## src/rtl/servant_wb_loader.sv

```systemverilog
// ============================================================================
// servant_wb_loader: loads a length-prefixed byte stream into memory over
// Wishbone and holds the CPU in reset until the whole image is written.
// Revision: 1.0
// ============================================================================
`default_nettype none

module servant_wb_loader #(
  parameter logic [31:0] BASE_ADR    = 32'h0000_0000,
  parameter int          MAX_WORDS   = 8192,
  parameter int          ACK_TIMEOUT = 255
) (
  input  logic        i_clk,
  input  logic        i_rst_n,
  input  logic [7:0]  i_rx_data,
  input  logic        i_rx_valid,
  output logic        o_rx_ready,
  output logic [31:0] o_wb_adr,
  output logic [31:0] o_wb_dat,
  output logic [3:0]  o_wb_sel,
  output logic        o_wb_we,
  output logic        o_wb_cyc,
  input  logic        i_wb_ack,
  output logic        o_cpu_rst,
  output logic        o_done,
  output logic        o_err,
  output logic [15:0] o_count
);

  localparam int TW = (ACK_TIMEOUT < 2) ? 1 : $clog2(ACK_TIMEOUT + 1);

  typedef enum logic [2:0] {
    S_LEN   = 3'd0,
    S_DATA  = 3'd1,
    S_WRITE = 3'd2,
    S_DONE  = 3'd3,
    S_ERR   = 3'd4
  } state_t;

  state_t        state_q, state_d;
  logic [1:0]    idx_q, idx_d;
  logic [23:0]   buf_q, buf_d;
  logic [15:0]   len_q, len_d;
  logic [31:0]   dat_q, dat_d;
  logic [15:0]   cnt_q, cnt_d;
  logic [TW-1:0] tmo_q, tmo_d;
  logic [31:0]   w_word;

  always_ff @(posedge i_clk) begin
    if (!i_rst_n) begin
      state_q <= S_LEN;
      idx_q   <= '0;
      buf_q   <= '0;
      len_q   <= '0;
      dat_q   <= '0;
      cnt_q   <= '0;
      tmo_q   <= '0;
    end else begin
      state_q <= state_d;
      idx_q   <= idx_d;
      buf_q   <= buf_d;
      len_q   <= len_d;
      dat_q   <= dat_d;
      cnt_q   <= cnt_d;
      tmo_q   <= tmo_d;
    end
  end

  always_comb begin
    state_d = state_q;
    idx_d   = idx_q;
    buf_d   = buf_q;
    len_d   = len_q;
    dat_d   = dat_q;
    cnt_d   = cnt_q;
    tmo_d   = tmo_q;
    // Fourth byte completes the word directly from the input lane
    w_word  = {i_rx_data, buf_q};
    unique case (state_q)
      S_LEN, S_DATA: begin
        if (i_rx_valid) begin
          idx_d = idx_q + 2'd1;
          case (idx_q)
            2'd0:    buf_d[7:0]   = i_rx_data;
            2'd1:    buf_d[15:8]  = i_rx_data;
            2'd2:    buf_d[23:16] = i_rx_data;
            default: buf_d        = buf_q;
          endcase
          if (idx_q == 2'd3) begin
            if (state_q == S_LEN) begin
              len_d = w_word[15:0];
              if (w_word == 32'd0)
                state_d = S_DONE;
              else if (w_word > 32'(MAX_WORDS))
                state_d = S_ERR;
              else
                state_d = S_DATA;
            end else begin
              dat_d   = w_word;
              tmo_d   = '0;
              state_d = S_WRITE;
            end
          end
        end
      end
      S_WRITE: begin
        if (i_wb_ack) begin
          cnt_d   = cnt_q + 16'd1;
          state_d = ((cnt_q + 16'd1) == len_q) ? S_DONE : S_DATA;
        end else if (tmo_q == TW'(ACK_TIMEOUT - 1)) begin
          state_d = S_ERR;
        end else begin
          tmo_d = tmo_q + 1'b1;
        end
      end
      default: begin
        state_d = state_q;
      end
    endcase
  end

  assign o_rx_ready = (state_q == S_LEN) || (state_q == S_DATA);
  assign o_wb_cyc   = (state_q == S_WRITE);
  assign o_wb_we    = o_wb_cyc;
  assign o_wb_sel   = 4'hF;
  assign o_wb_adr   = BASE_ADR + {14'd0, cnt_q, 2'b00};
  assign o_wb_dat   = dat_q;
  assign o_done     = (state_q == S_DONE);
  assign o_err      = (state_q == S_ERR);
  assign o_cpu_rst  = (state_q != S_DONE);
  assign o_count    = cnt_q;

endmodule

`default_nettype wire

```

## config.mk

```make
export PLATFORM = sky130hd
export DESIGN_NAME = servant_wb_loader
export DESIGN_NICKNAME = d
export VERILOG_FILES = /design/src/rtl/servant_wb_loader.sv
export SDC_FILE = /design/constraint.sdc
export NUM_CORES = 1
export LEC_CHECK = 0
export ABC_AREA = 1
export CORE_MARGIN = 4
export CORE_UTILIZATION = 48
export DETAILED_ROUTE_END_ITERATION = 7
export GPL_TIMING_DRIVEN = 0
export HOLD_SLACK_MARGIN = 0.06
export PLACE_DENSITY = 0.76
export SKIP_LAST_GASP = 1
export SYNTH_ARGS = -nofsm -noshare
export SYNTH_HDL_FRONTEND = slang
export SYNTH_SLANG_ARGS = --single-unit
```

## constraint.sdc

```tcl
create_clock -name i_clk -period 4.6 [get_ports i_clk]
set_input_delay 0.92 -clock i_clk [delete_from_list [all_inputs] [get_ports i_clk]]
set_output_delay 0.92 -clock i_clk [all_outputs]
set_load 0.03 [all_outputs]
```

==> flow_summary_export.csv <==
group,metric,value,unit
synthesis,async_reset_ff_frac,0,
power,powerDensity,390.9,nW/um^2
power,ir_drop,0.0001990,V
hold_path,min_from,"len_q[5]",
power,total_power,0.002392,W
global_routing,grt_pass1_wl,21.38,mm
placement,hpwl,9.725,mm
setup_path,reg2reg_slack,2.59,ns
synthesis,synthSimpleGateAreaFrac,0.2165,
drt,drc,0,
finish,drive_above_1_share,0.1048,
sta,hold_viol,0,
die,die-height,109.1,um
hold_path,whs_path_depth,2,
synthesis,ys.flop_type,"dfxtp_1",
setup_path,path_max_fanout,5,
setup_path,regToRegEndpoint,"state_q[1]",
placement,dp_cells,909,
job,drv_cap,0,
synthesis,synthMuxAreaShare,0,
finish,antennaDiodeCount,0,
setup_path,r2r_start,"o_count[0]",
die,design.core.area,9864,um^2
die,die_w,109.1,um
hold_path,min_to,"len_q[5]",
synthesis,yosysWarnings,0,
global_routing,grt_antenna_before_repair,0,
clock_network,cts.clk_slew.worst_paths,0.10,ns
setup_path,rr_worst_depth,13,
setup_path,cp_data_arrival_time,1.96,ns
sta,post-route-period-util,0.6251,
clock_network,clock_latency,0.38,ns
finish,final_net_count,806,
sta,worst_pin_slew,0.5645,ns
global_routing,grt_overflow,0,
run_status,outcome,"complete, no violations",
drt,vias_per_cell,5.085,
hold_path,min_path_type,"reg -> reg",
die,rows,36,
clock_network,cts_tree,"done",
clock_network,cts.sinks,101,
global_routing,grt_usage,0.2265,
clock_network,post_cts_hold_buffer_count,0,
synthesis,syn_inst,678,
sta,rsz0062_at_grt,"no",
synthesis,ys_seq_area_frac,0.4120,
synthesis,syn_area_per_cell,7.238,um^2
placement,port_buffers,80,
synthesis,synth-xor-area-share,0.01887,
synthesis,synthAdderAreaFrac,0.01785,
clock_network,clockRootBuffer,"clkbuf_8",
drt,wl_per_cell,13.96,um
power,p_leak,2.552,nW
die,io_pins,102,
sta,finalClockSkew,0.007687,ns
drt,vias,4704,
drt,antenna_left,0,
global_routing,grt_pass1_vias,4505,
clock_network,cts.path.max_buffers,2,
synthesis,synth_top_family_by_area,"simple AND/OR/NAND/NOR gates",
setup_path,worstSetupEndpointType,"output pin",
drt,first_iter_violations,235,
sta,final.setup.tns,0,ns
synthesis,synth-edff-count,0,
sta,finalSetupViolations,0,
global_routing,grt_max_degree,19,
clock_network,h-tree-depth,3,
synthesis,syn_area,4907,um^2
drt,totalWireLength,12.91,mm
finish,fin_util,0.6204,
setup_path,cp.required,3.68,ns
setup_path,startpoint_type,"flop",
die,initial_utilization,0.4975,
sta,period_minus_slack,2.875,ns
clock_network,post_cts_buffers,0,
placement,gp_congestion,0.8900,
synthesis,synth.distinct_cells,32,
clock_network,cts_buffers,9,
die,dieArea,11910,um^2
sta,holdWs,0.4765,ns
finish,area_delta_synth_final,24.71,%
setup_path,startpoint,"state_q[0]",
setup_path,critPathKind,"reg -> out",
finish,stdcell_count,925,
synthesis,synth_compound_area_frac,0.1869,
synthesis,synth-seq-cells,101,
sta,fmax,347.8,MHz
drt,dr.pass1.iters,5,
sta,slew_viol_final,0,
sta,slew_headroom,0.6222,
clock_network,cts.repair.resized,0,
[power breakdown]
part | total [W] | switching [W] | internal [W]
combinational | 0.000785 | 0.000500 | 0.000285
clock | 0.000542 | 0.000338 | 0.000204
sequential | 0.00107 | 0.0000881 | 0.000978
total | 0.00239 | 0.000925 | 0.00147
[metrics by stage]
step	cell area, um^2	setup slack (ns)
2_1_floorplan	4975	2.099
3_3_place_gp	5942	1.845
3_5_place_dp	5942	1.802
4_1_cts	6120	1.723
5_1_grt	6120	1.635
6_report	6120	1.725
[cell families after synthesis]
logic type	Yosys count
simple gates	227
compound gates	180
buf+inv	152
flops	101
xor+xnor	9
fa+ha+maj	7
other cells	2
[worst max-delay path by stage]
stage              endpoint  slack (ns)  depth (start not counted)
2_1_floorplan     o_cpu_rst        2.10                          3
3_3_place_gp   o_wb_dat[15]        1.84                          7
3_5_place_dp   o_wb_dat[15]        1.80                          7
4_1_cts              o_done        1.72                          3
5_1_grt              o_done        1.63                          3
6_report             o_done        1.72                          3
[Yosys cell counts (7+ instances only)]
master / n / area (um^2)
dfxtp_1: 101 / 2022
nand2_1: 92 / 345.3
o21ai_0: 86 / 430.4
a21oi_1: 84 / 420.4
inv_1: 84 / 315.3
nor2_1: 53 / 198.9
nand3_1: 42 / 210.2
buf_4: 37 / 277.8
clkbuf_1: 18 / 67.56
nand4_1: 16 / 100.1
ha_1: 7 / 87.58
[area by class of cell]
type	instances	area, um^2
clock buffer	9	123.9
buffer	60	370.4
sequential	101	2022
timing repair buffer	80	800.8
tap	133	166.4
clock inverter	7	53.80
fill	907	3745
inverter	92	347.8
multi-input combinational	443	2235
[sequential cells by signal, summed over array words and instances (netlist names)]
signal and flops:
len_q 16, buf_q 24, tmo_q 8, o_count 16, state_q 3, idx_q 2
o_wb_dat 32
[worst max-delay path, stage by stage, from the launching register on]
cell and delay [ns]:
dfxtp_1 0.47, inv_2 0.08, nor3_1 0.30, clkdlybuf4s50_1 0.73
[layout by cell type, fill, tap and decap left out]
cell	count
xnor2_1	2
buf_2	5
nand2_2	3
nor2_1	53
nor3_4	2
clkinv_2	2
nor3_1	4
dfxtp_1	101
nand2_1	92
clkinv_4	1
nor2_8	1
a21oi_1	84
xnor3_1	1
nand3_1	42
o21bai_1	1
o211ai_1	4
nand3_2	3
nor2_2	6
nand4_1	16
xor2_1	6
inv_4	1
clkbuf_1	18
inv_6	4
conb_1	20
a31oi_1	1
clkinv_1	1
ha_1	7
inv_2	6
nand2_4	3
o21ai_1	3
o21ai_0	86
clkbuf_8	9
clkdlybuf4s50_1	80
a211oi_1	1
inv_1	84
buf_4	37
nand3b_1	2
[layer usage]
| metal | vias up | track usage | part of all wire |
|---|---|---|---|
| li1 | 2384 | - | - |
| met1 | 2101 | 0.2847 | 0.45 |
| met2 | 189 | 0.3772 | 0.45 |
| met3 | 30 | 0.04796 | 0.075 |
| met4 | 0 | 0.09197 | 0.026 |
| met5 | - | 0 | 0 |
Power figures use the tool's default switching activity.
